## config.mk

```make
export PLATFORM = sky130hd
export DESIGN_NAME = instr_fetch_queue_flat
export DESIGN_NICKNAME = d
export VERILOG_FILES = /design/src/rtl/instr_fetch_queue_pkg.sv /design/src/rtl/instr_fetch_queue_if.sv /design/src/rtl/instr_fetch_queue_fetch_fifo.sv /design/src/rtl/instr_fetch_queue.sv /design/src/flat_wrapper.sv
export SDC_FILE = /design/constraint.sdc
export NUM_CORES = 1
export LEC_CHECK = 0
export ABC_AREA = 1
export ABC_CLOCK_PERIOD_IN_PS = 2400
export BUFFER_PORTS_ARGS = -buffer_cell sky130_fd_sc_hd__buf_2
export CAP_MARGIN = 20
export CORE_UTILIZATION = 42
export DETAILED_ROUTE_END_ITERATION = 8
export PLACE_DENSITY = 0.71
export SYNTH_ARGS = -nofsm -noshare
export SYNTH_HDL_FRONTEND = slang
export SYNTH_SLANG_ARGS = --single-unit
```

## constraint.sdc

```tcl
create_clock -name clk -period 2.4 [get_ports clk]
set_clock_uncertainty 0.05 [all_clocks]
set_input_delay 0.24 -clock clk [delete_from_list [all_inputs] [get_ports clk]]
set_output_delay 0.24 -clock clk [all_outputs]
set_load 0.005 [all_outputs]
```

## src/rtl/instr_fetch_queue_pkg.sv

```systemverilog
// -----------------------------------------------------------------------------
// instr_fetch_queue_pkg
// Shared definitions for the ARMv4 fetch front end: instruction width, fetch
// FSM state encoding, the default reset PC, and the queue-entry record that
// also travels on the decode-stage ports.
// -----------------------------------------------------------------------------
package instr_fetch_queue_pkg;

    localparam int INSTR_W = 32;

    localparam logic [31:0] DEFAULT_RESET_PC = 32'h0000_0000;

    // Fetch FSM states. The enum documents the encoding; the FSM itself uses
    // the plain logic constants below so older tools can consume the package.
    typedef enum logic [1:0] {
        FS_FETCH = 2'd0,
        FS_WAIT  = 2'd1,
        FS_FLUSH = 2'd2
    } fetch_state_e;

    localparam logic [1:0] ST_FETCH = 2'(FS_FETCH);
    localparam logic [1:0] ST_WAIT  = 2'(FS_WAIT);
    localparam logic [1:0] ST_FLUSH = 2'(FS_FLUSH);

    // One prefetch-queue slot: the fetch address and the word read from it.
    typedef struct packed {
        logic [31:0]        pc;
        logic [INSTR_W-1:0] instr;
    } fetch_entry_t;

    // Sequential fetch address; wraps modulo 2^32.
    function automatic logic [31:0] next_pc(input logic [31:0] pc);
        return pc + 32'd4;
    endfunction

endpackage

```

## src/rtl/instr_fetch_queue_if.sv

```systemverilog
// -----------------------------------------------------------------------------
// instr_fetch_queue_if
// Bundles the fetch stage's external channels:
//   - instruction-memory request (valid/ready) and response (valid only)
//   - redirect input from branch/exception resolution
//   - instruction register handed to decode (valid/ready)
// master: the fetch stage.  slave: memory, redirect source and decode.
// -----------------------------------------------------------------------------
interface instr_fetch_queue_if;
    import instr_fetch_queue_pkg::*;

    logic               mem_req_valid;
    logic               mem_req_ready;
    logic [31:0]        mem_addr;
    logic               mem_rsp_valid;
    logic [INSTR_W-1:0] mem_rsp_data;
    logic               redir_valid;
    logic [31:0]        redir_addr;
    logic [INSTR_W-1:0] ir;
    logic [31:0]        ir_pc;
    logic               ir_valid;
    logic               ir_ready;

    modport master (
        output mem_req_valid, mem_addr, ir, ir_pc, ir_valid,
        input  mem_req_ready, mem_rsp_valid, mem_rsp_data,
               redir_valid, redir_addr, ir_ready
    );

    modport slave (
        input  mem_req_valid, mem_addr, ir, ir_pc, ir_valid,
        output mem_req_ready, mem_rsp_valid, mem_rsp_data,
               redir_valid, redir_addr, ir_ready
    );

endinterface

```

## src/rtl/instr_fetch_queue_fetch_fifo.sv

```systemverilog
// -----------------------------------------------------------------------------
// instr_fetch_queue_fetch_fifo
// DEPTH-entry synchronous circular FIFO of fetch entries.
// Ports:
//   clk, rst  - clock, synchronous active-high reset
//   flush     - clears pointers and count; overrides same-cycle push/pop
//   wr_en     - push wr_data (must not be asserted while full)
//   rd_en     - pop the head entry (ignored when empty)
//   rd_data   - head entry, read combinationally
//   count     - number of valid entries, 0..DEPTH
// Storage is not cleared by flush, so an empty FIFO still shows the last
// contents of the head slot; consumers qualify with count.
// -----------------------------------------------------------------------------
module instr_fetch_queue_fetch_fifo
    import instr_fetch_queue_pkg::*;
#(
    parameter int DEPTH = 2
) (
    input  logic                         clk,
    input  logic                         rst,
    input  logic                         flush,
    input  logic                         wr_en,
    input  fetch_entry_t                 wr_data,
    input  logic                         rd_en,
    output fetch_entry_t                 rd_data,
    output logic [$clog2(DEPTH):0]       count
);

    localparam int PTR_W = $clog2(DEPTH);
    localparam int CNT_W = PTR_W + 1;
    localparam logic [CNT_W-1:0] DEPTH_L = CNT_W'(DEPTH);

    logic [PTR_W-1:0] rd_ptr_q, rd_ptr_d;
    logic [PTR_W-1:0] wr_ptr_q, wr_ptr_d;
    logic [CNT_W-1:0] count_q, count_d;
    logic             wr_fire;
    logic             rd_fire;

    fetch_entry_t entry_view [DEPTH];

    // Flush wins over any same-cycle push or pop.
    assign wr_fire = wr_en && !flush;
    assign rd_fire = rd_en && !flush && (count_q != '0);

    always_comb begin
        rd_ptr_d = rd_ptr_q;
        wr_ptr_d = wr_ptr_q;
        count_d  = count_q;
        if (flush) begin
            rd_ptr_d = '0;
            wr_ptr_d = '0;
            count_d  = '0;
        end else begin
            // Power-of-two depth: pointers wrap by natural overflow.
            rd_ptr_d = rd_ptr_q + PTR_W'(rd_fire);
            wr_ptr_d = wr_ptr_q + PTR_W'(wr_fire);
            count_d  = count_q + CNT_W'(wr_fire) - CNT_W'(rd_fire);
        end
    end

    always_ff @(posedge clk) begin
        if (rst) begin
            rd_ptr_q <= '0;
            wr_ptr_q <= '0;
            count_q  <= '0;
        end else begin
            rd_ptr_q <= rd_ptr_d;
            wr_ptr_q <= wr_ptr_d;
            count_q  <= count_d;
        end
    end

    genvar gi;
    generate
        for (gi = 0; gi < DEPTH; gi++) begin : g_entry
            fetch_entry_t entry_q;

            always_ff @(posedge clk) begin
                if (rst) begin
                    entry_q <= '0;
                end else if (wr_fire && (wr_ptr_q == PTR_W'(gi))) begin
                    entry_q <= wr_data;
                end
            end

            assign entry_view[gi] = entry_q;
        end
    endgenerate

    assign rd_data = entry_view[rd_ptr_q];
    assign count   = count_q;

`ifndef SYNTHESIS
    // The issue condition upstream reserves a slot for every outstanding
    // request, so a push into a full FIFO indicates broken credit logic.
    always_ff @(posedge clk) begin
        if (!rst && wr_fire) begin
            assert (count_q != DEPTH_L)
                else $error("fetch_fifo: enqueue while full");
        end
    end
`endif

endmodule

```

## src/rtl/instr_fetch_queue.sv

```systemverilog
// -----------------------------------------------------------------------------
// instr_fetch_queue
// Fetch stage of the ARMv4 front end. Owns the fetch PC, issues one word read
// at a time to instruction memory, buffers returned words with their fetch
// addresses in a DEPTH-entry prefetch queue and presents the head entry to
// decode as ir / ir_pc / ir_valid.
// Ports:
//   clk, rst  - clock, synchronous active-high reset
//   bus       - master side of instr_fetch_queue_if:
//               mem_req_valid/mem_req_ready/mem_addr  request channel
//               mem_rsp_valid/mem_rsp_data            response channel
//               redir_valid/redir_addr                redirect/flush
//               ir/ir_pc/ir_valid/ir_ready            decode handoff
// Parameters:
//   DEPTH     - prefetch queue entries, power of two, 2..8
//   RESET_PC  - first fetch address after reset, word aligned
// -----------------------------------------------------------------------------
module instr_fetch_queue
    import instr_fetch_queue_pkg::*;
#(
    parameter int          DEPTH    = 2,
    parameter logic [31:0] RESET_PC = DEFAULT_RESET_PC
) (
    input  logic                 clk,
    input  logic                 rst,
    instr_fetch_queue_if.master  bus
);

    localparam int CNT_W = $clog2(DEPTH) + 1;
    localparam logic [CNT_W:0] DEPTH_L = (CNT_W + 1)'(DEPTH);

    logic [1:0]       state_q, state_d;
    logic [31:0]      pc_q, pc_d;
    logic [31:0]      issued_q, issued_d;
    logic             outstanding_q, outstanding_d;

    logic [CNT_W-1:0] fifo_count;
    logic [CNT_W:0]   inflight;
    fetch_entry_t     head;
    fetch_entry_t     enq_entry;
    logic             enq;
    logic             deq;
    logic             req_valid;
    logic             accept;
    logic             ir_valid;
    logic [31:0]      redir_pc;
    logic             unused_redir_lsb;

    // Redirect targets are forced to word alignment; the low bits are dropped.
    assign redir_pc         = {bus.redir_addr[31:2], 2'b00};
    assign unused_redir_lsb = ^bus.redir_addr[1:0];

    // Issue only if the returning word is guaranteed a free slot, counting
    // the request already in flight.
    assign inflight  = {1'b0, fifo_count} + (CNT_W + 1)'(outstanding_q);
    assign req_valid = !rst && (state_q == ST_FETCH) && (inflight < DEPTH_L);
    assign accept    = req_valid && bus.mem_req_ready;

    assign bus.mem_req_valid = req_valid;
    assign bus.mem_addr      = pc_q;

    assign ir_valid     = (fifo_count != '0);
    assign bus.ir_valid = ir_valid;
    assign bus.ir       = head.instr;
    assign bus.ir_pc    = head.pc;
    assign deq          = ir_valid && bus.ir_ready;

    // The entry's address is the one latched when the request was accepted,
    // not the (already advanced) fetch PC.
    assign enq_entry = '{pc: issued_q, instr: bus.mem_rsp_data};

    always_comb begin
        state_d       = state_q;
        pc_d          = pc_q;
        issued_d      = issued_q;
        outstanding_d = outstanding_q;
        enq           = 1'b0;

        case (state_q)
            ST_FETCH: begin
                if (accept) begin
                    issued_d      = pc_q;
                    pc_d          = next_pc(pc_q);
                    outstanding_d = 1'b1;
                    state_d       = ST_WAIT;
                end
            end
            ST_WAIT: begin
                if (bus.mem_rsp_valid) begin
                    enq           = 1'b1;
                    outstanding_d = 1'b0;
                    state_d       = ST_FETCH;
                end
            end
            ST_FLUSH: begin
                // Response belongs to a request issued before a redirect.
                if (bus.mem_rsp_valid) begin
                    outstanding_d = 1'b0;
                    state_d       = ST_FETCH;
                end
            end
            default: begin
                outstanding_d = 1'b0;
                state_d       = ST_FETCH;
            end
        endcase

        // Redirect overrides everything above. Whether a response is still
        // owed (outstanding_d already folds in a same-cycle acceptance or a
        // same-cycle response) decides between draining it and fetching.
        if (bus.redir_valid) begin
            pc_d    = redir_pc;
            enq     = 1'b0;
            state_d = outstanding_d ? ST_FLUSH : ST_FETCH;
        end
    end

    always_ff @(posedge clk) begin
        if (rst) begin
            state_q       <= ST_FETCH;
            pc_q          <= RESET_PC;
            issued_q      <= RESET_PC;
            outstanding_q <= 1'b0;
        end else begin
            state_q       <= state_d;
            pc_q          <= pc_d;
            issued_q      <= issued_d;
            outstanding_q <= outstanding_d;
        end
    end

    instr_fetch_queue_fetch_fifo #(
        .DEPTH (DEPTH)
    ) u_fifo (
        .clk     (clk),
        .rst     (rst),
        .flush   (bus.redir_valid),
        .wr_en   (enq),
        .wr_data (enq_entry),
        .rd_en   (deq),
        .rd_data (head),
        .count   (fifo_count)
    );

endmodule

```

## src/flat_wrapper.sv

```systemverilog
// flat-port wrapper written by rule: the top's interface ports become plain ports
module instr_fetch_queue_flat import instr_fetch_queue_pkg::*;
#(
    parameter int          DEPTH    = 2,
    parameter logic [31:0] RESET_PC = DEFAULT_RESET_PC
)
  (clk, rst, bus_mem_req_valid, bus_mem_addr, bus_ir, bus_ir_pc, bus_ir_valid, bus_mem_req_ready, bus_mem_rsp_valid, bus_mem_rsp_data, bus_redir_valid, bus_redir_addr, bus_ir_ready);
  instr_fetch_queue_if bus_i ();
  input  logic clk;
  input  logic rst;
  output wire logic [$bits(bus_i.mem_req_valid)-1:0] bus_mem_req_valid;
  output wire logic [$bits(bus_i.mem_addr)-1:0] bus_mem_addr;
  output wire logic [$bits(bus_i.ir)-1:0] bus_ir;
  output wire logic [$bits(bus_i.ir_pc)-1:0] bus_ir_pc;
  output wire logic [$bits(bus_i.ir_valid)-1:0] bus_ir_valid;
  input wire logic [$bits(bus_i.mem_req_ready)-1:0] bus_mem_req_ready;
  input wire logic [$bits(bus_i.mem_rsp_valid)-1:0] bus_mem_rsp_valid;
  input wire logic [$bits(bus_i.mem_rsp_data)-1:0] bus_mem_rsp_data;
  input wire logic [$bits(bus_i.redir_valid)-1:0] bus_redir_valid;
  input wire logic [$bits(bus_i.redir_addr)-1:0] bus_redir_addr;
  input wire logic [$bits(bus_i.ir_ready)-1:0] bus_ir_ready;
  assign bus_mem_req_valid = bus_i.mem_req_valid;
  assign bus_mem_addr = bus_i.mem_addr;
  assign bus_ir = bus_i.ir;
  assign bus_ir_pc = bus_i.ir_pc;
  assign bus_ir_valid = bus_i.ir_valid;
  assign bus_i.mem_req_ready = bus_mem_req_ready;
  assign bus_i.mem_rsp_valid = bus_mem_rsp_valid;
  assign bus_i.mem_rsp_data = bus_mem_rsp_data;
  assign bus_i.redir_valid = bus_redir_valid;
  assign bus_i.redir_addr = bus_redir_addr;
  assign bus_i.ir_ready = bus_ir_ready;
  instr_fetch_queue #(.DEPTH(DEPTH), .RESET_PC(RESET_PC)) u_core (.clk(clk), .rst(rst), .bus(bus_i));
endmodule
```

==> metrics <==
GRT Resource Usage Total 22.9%; Pre-Repair DR Iteration Count 5; first-pass GRT wire length 37500 um; Yosys top cell area share 44.8%; number of flops mapped to enable cells by yosys 0; DRT iter0 DRCs 653; Max Fclk 0.487 GHz; DRC violations left 0; Die W 144 um; status finished clean; final period demand of the worst path 2.05 ns; Final Net Count 1512; Routability Congestion 0.965; CTS Root Cell clkbuf_16; fin util 53.0%; max-slew violation total from the final report 0; cts bufs inserted 17; vias in the first global route 7617; P_leak 5.16 nW; ys flop type dfxtp_1; dominant cell type by area after synthesis dfxtp_1; DR WL/cell 13.7 um; largest net degree at the start of global routing 83; CTS tree done; DIE HEIGHT 144 um; Worst Tran Pin Value 0.737 ns; Synth cell types 28; Clock Path Buffers 2; ANT nets after route 0; hold slack 0.0117 ns; most used cell, CP nand2_1; Synth Instances 1278; Worst Path Max Fanout 62; Slew Limit Headroom 50.8%; Std-Cell Rows 51; Max Cap Violations 0; asr flop ratio synth 0%; Critical Path RT 2.11 ns; number of synthesis warnings 0; initial antenna violation count 0; Crit path arrival time 1.76 ns; top area cells in the synthesized netlist dfxtp_1 (45%), nand2_1 (14%), nor2_1 (14%); Final Cycle Share 85.5%; total grt overflow 0; routed via count 8493; Clk pin slew, worst setup/hold paths 0.08 ns; dpl hpwl 15600 um; setup repair bufs after CTS 0; CTS Sinks 191; Core Area 19700 um2; Startpoint Class flip-flop; RSZ-0062 raised after global routing false; I/O pin total 168; # setup viols final 0; vias per std cell 4.96; # H-tree levels 4; Worst setup EP type output port; die area 20900 um2; mapped cell area 8530 um2; Fin. Hold Viols 0; Synth Register Bits 191; Inserted Diodes 0; Starting Density 43.4%; min-delay worst type in2reg; crit-path cells buf_4, nand2_1, nand2_1, buf_2; Buffers on Ports 161; post-synthesis sequential area ratio 44.8%; Clk Latency, worst-skew pair 0.44 ns; Total Wirelength 23500 um; pwr/cell area 647 nW/um2; area added between synthesis and finish 22.1%; mean area per synthesized cell 6.67 um2; Max VDD drop 0.470 mV; final setup TNS 0 ns; CP peak stage delay 0.57 ns; layout cells sized above 1 16.2%; CP Class reg2out; Crit-path slowest cell buf_4
-- Yosys cell counts, drive strengths merged, types with 4 or more instances --
cell and count:
a21oi 50, ha 8, inv 75, dfxtp 191, nor2 315, a31oi 4
xor2 5, nand2 315, buf 19, nand3 41, o21ai 184, clkbuf 59
-- path summary, 6_finish.rpt --
check,startpoint,to,slack [ns],cells after the start
worst max-delay path,u_core.u_fifo.rd_ptr_q,bus_ir_pc[16],0.35,4
worst min-delay path,bus_mem_rsp_data[29],u_core.u_fifo.entry_view[29],0.01,3
worst max register to register,u_core.state_q[1],u_core.u_fifo.entry_view[7],0.49,9
worst min register to register,u_core.u_fifo.entry_view[22],u_core.u_fifo.entry_view[22],0.45,2
-- state kept, by name, indices dropped and copies added, names as in the netlist --
register                  flops
u_core.u_fifo.entry_view    124
u_core.u_fifo.rd_ptr_q        1
u_core.outstanding_q          1
u_core.u_fifo.count           2
u_core.bus.mem_addr          30
u_core.issued_q              30
u_core.state_q                2
u_core.u_fifo.wr_ptr_q        1
-- worst max-delay path, delay by kind of cell (launching register included) --
kind | cells | cell delay, ns
simple gates | 2 | 0.26
flops | 1 | 0.33
buf+inv | 2 | 0.69
-- logic make-up (layout without fill, tap and decap cells) --
family / count (synthesis) / count (layout) / share of synthesized area, %
compound gates: 241 / 241 / 14.4
xor+xnor: 8 / 8 / 0.822
fa+ha+maj: 8 / 8 / 1.17
buf+inv: 153 / 319 / 7.45
flops: 191 / 191 / 44.8
other cells: 1 / 4 / 0.0440
simple gates: 676 / 676 / 31.3
-- per-layer routing --
metal	wire [um]	GRT usage, %
met5	0	0
met4	534	8.59
met3	1540	4.30
met2	10500	37.3
met1	10900	30.1
-- report_power, final --
group / switching [W] / internal, W / total (W)
logic: 0.000343 / 0.000248 / 0.000591
clock network: 0.00137 / 0.00139 / 0.00275
registers: 0.000107 / 0.00328 / 0.00339
total: 0.00182 / 0.00491 / 0.00673
-- repair_timing --
item                                   in CTS  in global routing
endpoints found under the hold margin      54                  0
resized for setup                           0                  0
hold buffers                               30                  0
-- area by class of cell --
type	count	area, um2
sequential	191	3820
multi-input combinational	937	4080
tap	265	332
timing repair buffer	212	1310
fill	1969	9250
clock buffer	17	425
clock inverter	15	143
inverter	75	287
-- metrics by stage --
stage | instance area (um2) | instances | power (W) | worst slack, ns
final | 10400 | 1712 | 0.00673 | 0.348
after global routing | 10400 | 1712 | 0.00704 | 0.224
after CTS | 10400 | 1712 | 0.00678 | 0.324
after detailed placement | 9540 | 1650 | 0.00400 | 0.483
after global placement | 9540 | 1650 | 0.00399 | 0.542
after floorplan | 8540 | 1281 | 0.00376 | 0.350
-- placed cells by master (no fill, tap or decap), drive strengths merged --
cell type and instances:
nand2 315, nor2 315, dfxtp 191, o21ai 184, buf 182, inv 85
a21oi 50, nand3 41, dlygate4sd3 30, clkbuf 17, ha 8, xor2 5
a31oi 4, conb 4, xnor2 3, nand4 3, a211oi 3, clkinv 3
or2 2, clkinvlp 2
(Power assumes the default switching activity.)
